===== config.mk =====
export PLATFORM = sky130hd
export DESIGN_NAME = fetch_line_aligner
export DESIGN_NICKNAME = d
export VERILOG_FILES = /design/src/rtl/fetch_line_aligner.sv
export SDC_FILE = /design/constraint.sdc
export NUM_CORES = 2
export LEC_CHECK = 0
export CAP_MARGIN = 15
export CORE_AREA = 2 2 271 273
export DETAILED_ROUTE_END_ITERATION = 8
export DIE_AREA = 0 0 273 275
export GPL_TIMING_DRIVEN = 0
export MAX_ROUTING_LAYER = met4
export SYNTH_ARGS = -nofsm -noshare
export SYNTH_HDL_FRONTEND = slang
export SYNTH_SLANG_ARGS = --single-unit

===== constraint.sdc =====
create_clock -name clk_i -period 52.1 [get_ports clk_i]
set_clock_uncertainty 0.05 [all_clocks]
set_input_delay 10.42 -clock clk_i [delete_from_list [all_inputs] [get_ports clk_i]]
set_output_delay 10.42 -clock clk_i [all_outputs]
set_load 0.05 [all_outputs]

===== src/rtl/fetch_line_aligner.sv =====
// Buffers one I-cache line and hands its instructions to decode one per cycle,
// starting at the word addressed by the fetch pc and stopping at the end of the line.
module fetch_line_aligner #(
  parameter int LINE_INSTR = 16,
  parameter int INSTR_W    = 32,
  parameter int PC_W       = 64
) (
  input  logic                          clk_i,
  input  logic                          rst_i,
  input  logic                          flush_i,
  input  logic                          line_valid_i,
  output logic                          line_ready_o,
  input  logic [LINE_INSTR*INSTR_W-1:0] line_i,
  input  logic [PC_W-1:0]               line_pc_i,
  input  logic                          line_err_i,
  output logic                          instr_valid_o,
  input  logic                          instr_ready_i,
  output logic [INSTR_W-1:0]            instr_o,
  output logic [PC_W-1:0]               instr_pc_o,
  output logic                          instr_except_o,
  output logic [4:0]                    instr_except_code_o,
  output logic                          instr_last_o
);

  localparam int                 OFF_W   = $clog2(LINE_INSTR);
  localparam logic [OFF_W-1:0]   OFF_MAX = OFF_W'(LINE_INSTR - 1);
  localparam logic [INSTR_W-1:0] NOP     = INSTR_W'(32'h0000_0013);

  typedef enum logic {EMPTY, ISSUE} state_e;

  // Handshakes (both sides): a transfer happens in a cycle where valid and ready
  // are both high at the rising edge; valid, once raised, holds its payload until taken.

  state_e                               state_q, state_d;
  logic [OFF_W-1:0]                     offset_q, offset_d;
  logic [LINE_INSTR-1:0][INSTR_W-1:0]   line_q, line_d;
  logic [PC_W-1:0]                      pc_q, pc_d;
  logic                                 exc_q, exc_d;
  logic                                 fault_q, fault_d;

  logic is_issue, last, load, fire;

  always_comb begin
    is_issue            = (state_q == ISSUE);
    last                = is_issue & (exc_q | (offset_q == OFF_MAX));
    instr_valid_o       = is_issue & !flush_i;
    line_ready_o        = !flush_i & (!is_issue | (last & instr_ready_i));
    load                = line_valid_i & line_ready_o;
    fire                = instr_valid_o & instr_ready_i;

    instr_o             = NOP;
    instr_pc_o          = '0;
    instr_except_o      = 1'b0;
    instr_except_code_o = 5'd0;
    instr_last_o        = last;
    if (is_issue) begin
      if (exc_q) begin
        // An excepting line issues a single NOP entry carrying the raw fetch pc.
        instr_pc_o          = pc_q;
        instr_except_o      = 1'b1;
        instr_except_code_o = {4'd0, fault_q};
      end else begin
        instr_o    = line_q[offset_q];
        instr_pc_o = {pc_q[PC_W-1:2+OFF_W], offset_q, 2'b00};
      end
    end
  end

  always_comb begin
    state_d  = state_q;
    offset_d = offset_q;
    line_d   = line_q;
    pc_d     = pc_q;
    exc_d    = exc_q;
    fault_d  = fault_q;
    if (flush_i) begin
      state_d  = EMPTY;
      offset_d = '0;
      exc_d    = 1'b0;
      fault_d  = 1'b0;
    end else begin
      if (fire) begin
        if (last) state_d = EMPTY;
        else      offset_d = offset_q + 1'b1;
      end
      // A load in the same cycle as the last handshake overrides the return to EMPTY.
      if (load) begin
        state_d  = ISSUE;
        line_d   = line_i;
        pc_d     = line_pc_i;
        offset_d = (line_pc_i[1:0] == 2'b00) ? line_pc_i[2 +: OFF_W] : '0;
        exc_d    = line_err_i | (line_pc_i[1:0] != 2'b00);
        fault_d  = line_err_i;
      end
    end
  end

  always_ff @(posedge clk_i or posedge rst_i) begin
    if (rst_i) begin
      state_q  <= EMPTY;
      offset_q <= '0;
      line_q   <= '0;
      pc_q     <= '0;
      exc_q    <= 1'b0;
      fault_q  <= 1'b0;
    end else begin
      state_q  <= state_d;
      offset_q <= offset_d;
      line_q   <= line_d;
      pc_q     <= pc_d;
      exc_q    <= exc_d;
      fault_q  <= fault_d;
    end
  end

endmodule


==> summary.txt <==
Global route
  – Initial antenna violation count: 19
  – Gr usage total: 32.3%
  – Number of global-route vias before repair: 24,000
  – Largest net degree at the start of global routing: 119
  – Global-route wire length before repair: 167,000 um
  – Gr ovfl total: 0

Clocking
  – Cts hold-fix bufs: 0
  – Root Driver: clkbuf_16
  – Num CTS Buffers: 66
  – Clk buf depth: 3
  – Setup bufs post-CTS: 0
  – Clk sink count: 583
  – Clock latency on the worst-skew pair: 600 ps
  – CTS tree: done
  – Clock slew at reported path FFs: 60 ps
  – PostCTS Resize Cnt: 0
  – H-Tree Depth: 3

Route
  – First-pass iteration count of the detailed router: 6
  – Routed wire length: 118,000 um
  – DRT antenna net count: 0
  – DR WL/cell: 25.3 um
  – Detail-routed via count per cell: 5.09
  – DRT iter0 DRCs: 1,899
  – Via count: 23,800
  – DRC viols: 0

Floorplan
  – I/O Pins: 687
  – Die W: 273 um
  – Die Span Y: 275 um
  – Initial Util: 36.7%
  – Row cnt: 99
  – Die area: 75,100 um2
  – Core ar.: 72,300 um2

STA
  – Setup_tns: 0 ps
  – Fin crit share: 43.9%
  – RSZ-0062 raised after global routing: false
  – Setup violators final: 0
  – Post-route setup slack: 29,210 ps
  – Slew of the pin with the lowest slew margin: 1100 ps
  – Max Slew Vio Count: 0
  – Max Freq: 43.7 MHz
  – Rel. slew slack: 26.4%
  – Final Hold Slack: 415 ps
  – Final min period: 22,890 ps
  – Fin. Hold Viols: 0

Place
  – GPL Wtd Cong: 0.907
  – DP Wirelength: 91,500 um
  – PortBufs: 680
  – Pre-CTS WS: 29,270 ps

Finish
  – Nets: 4,235
  – Final Util: 51.2%
  – Share of layout cells above drive strength 1: 9.28%
  – Commonest non-fill, non-tap cell in the layout: nand2_1
  – Most frequent cells in the layout: 1,744 x nand2_1, 680 x clkdlybuf4s50_1, 583 x dfrtp_1, 113 x mux4_2, 94 x buf_2
  – Area of the multi-input gates: 11,000 um2
  – Reg area: 14,600 um2
  – Layout fillers: 6,911
  – Syn-to-layout area delta: 39.8%

Yosys
  – Post-Syn Instances: 2,891
  – EDFF count, synth: 0
  – Seq/Total Area, Yosys: 55.0%
  – Ys flop type: dfrtp_1
  – Synth top area share: 55.0%
  – Mapped Avg Cell Area: 9.17 um2
  – FFs w/ async S/R, synth: 100%
  – Synth area leaders: dfrtp_1 55%, nand2_1 25%, mux4_2 9.6%, mux2i_1 2.5%, buf_2 1.8%
  – Synth area leader: dfrtp_1
  – Ys Warns: 0
  – Yosys reg bits: 583
  – Yosys cell types: 40
  – Post-synthesis cell area: 26,500 um2

Worst hold path
  – Worst hold path class: flip-flop to flip-flop

Flow run
  – Maxcap violations: 0

Power
  – Power Density: 36.5 nW/um2
  – Static Leak: 0.0179 uW
  – Worst-case vdd ir drop: 0.0240 mV

Status
  – Run status: finished, final reports clean

Critical path
  – CP required: 41,630 ps
  – Critical path peak fanout: 4
  – Worst setup SP type: input pin
  – Worst Path Arrival: 12,420 ps
  – Crit. End Element: primary output
  – Critical path type: input pin to primary output
[registers in the layout (all words and copies together), names as in the netlist]
name,count
exc_q,1
pc_q,64
offset_q,4
is_issue,1
fault_q,1
line_q,512
[power breakdown]
part           switching [uW]  total, uW  internal, uW
Sequential               41.8        568           526
Clock                     198        497           299
Combinational             163        289           126
[cell type report]
type                            count  share of cell area [%]
Clock buffer                       88                    5.09
Buffer                            188                    2.40
Inverter                            6                  0.0810
Clock inverter                     26                    1.02
Multi-Input combinational cell   2117                    29.8
Antenna cell                       19                   0.128
Tap cell                          959                    3.24
Timing Repair Buffer              690                    18.9
Sequential cell                   583                    39.4
[worst max-delay path, cell delays in order]
cell	delay [ps]
clkdlybuf4s50_1	590
nand4_2	190
a31oi_1	320
clkdlybuf4s50_1	890
[path summary, 6_finish.rpt]
kind                               start            to  slack, ps  depth (start not counted)
min reg2reg                     pc_q[55]      pc_q[55]        410                          2
max                        instr_ready_i  line_ready_o      29210                          4
min                             pc_q[55]      pc_q[55]        410                          2
max reg2reg                  offset_q[1]    line_q[96]      49030                          8
max in group asynchronous          rst_i   line_q[458]      39900                          5
min in group asynchronous          rst_i      pc_q[21]      10190                          2
[per-stage QoR]
stage / power (uW) / area, um2 / instances
floorplan: 723 / 26500 / 2894
global placement: 858 / 34500 / 4533
detailed placement: 863 / 34800 / 4543
CTS: 1360 / 37000 / 4657
global route: 1410 / 37100 / 4674
finish: 1350 / 37100 / 4676
[routing by layer]
metal	track usage [%]	wire (um)	up-vias
met5	-	0	-
met4	11.3	4040	0
met3	5.18	7940	176
met1	41.3	48700	11900
li1	-	-	10800
met2	52.2	57700	972
[kinds of logic (layout without fill, tap and decap cells)]
| family | count (synthesis) | after routing | synth area share (%) |
|---|---|---|---|
| other cells | 1 | 23 | 0.0141 |
| fa+ha+maj | 1 | 1 | 0.0472 |
| flops | 583 | 583 | 55.0 |
| simple gates | 1847 | 1847 | 27.0 |
| mux | 180 | 180 | 12.1 |
| buf+inv | 194 | 998 | 3.44 |
| compound gates | 84 | 84 | 2.31 |
| xor+xnor | 1 | 1 | 0.0330 |
[synth_stat cells (2+ instances only)]
cell / number
clkbuf_1: 59
nor2b_1: 7
nand2b_1: 2
and2_1: 60
a221o_1: 3
buf_4: 16
o22ai_1: 14
mux4_2: 113
o31ai_1: 3
nand3_1: 15
a32oi_1: 2
inv_1: 6
a211oi_1: 4
dfrtp_1: 583
o211ai_1: 12
a22oi_1: 26
a22o_1: 3
and3_1: 7
a31oi_1: 4
nand2_1: 1744
buf_1: 19
mux2i_1: 67
buf_2: 93
o21ai_0: 2
nor2_1: 7
a21oi_1: 6
(Power assumes the default switching activity.)
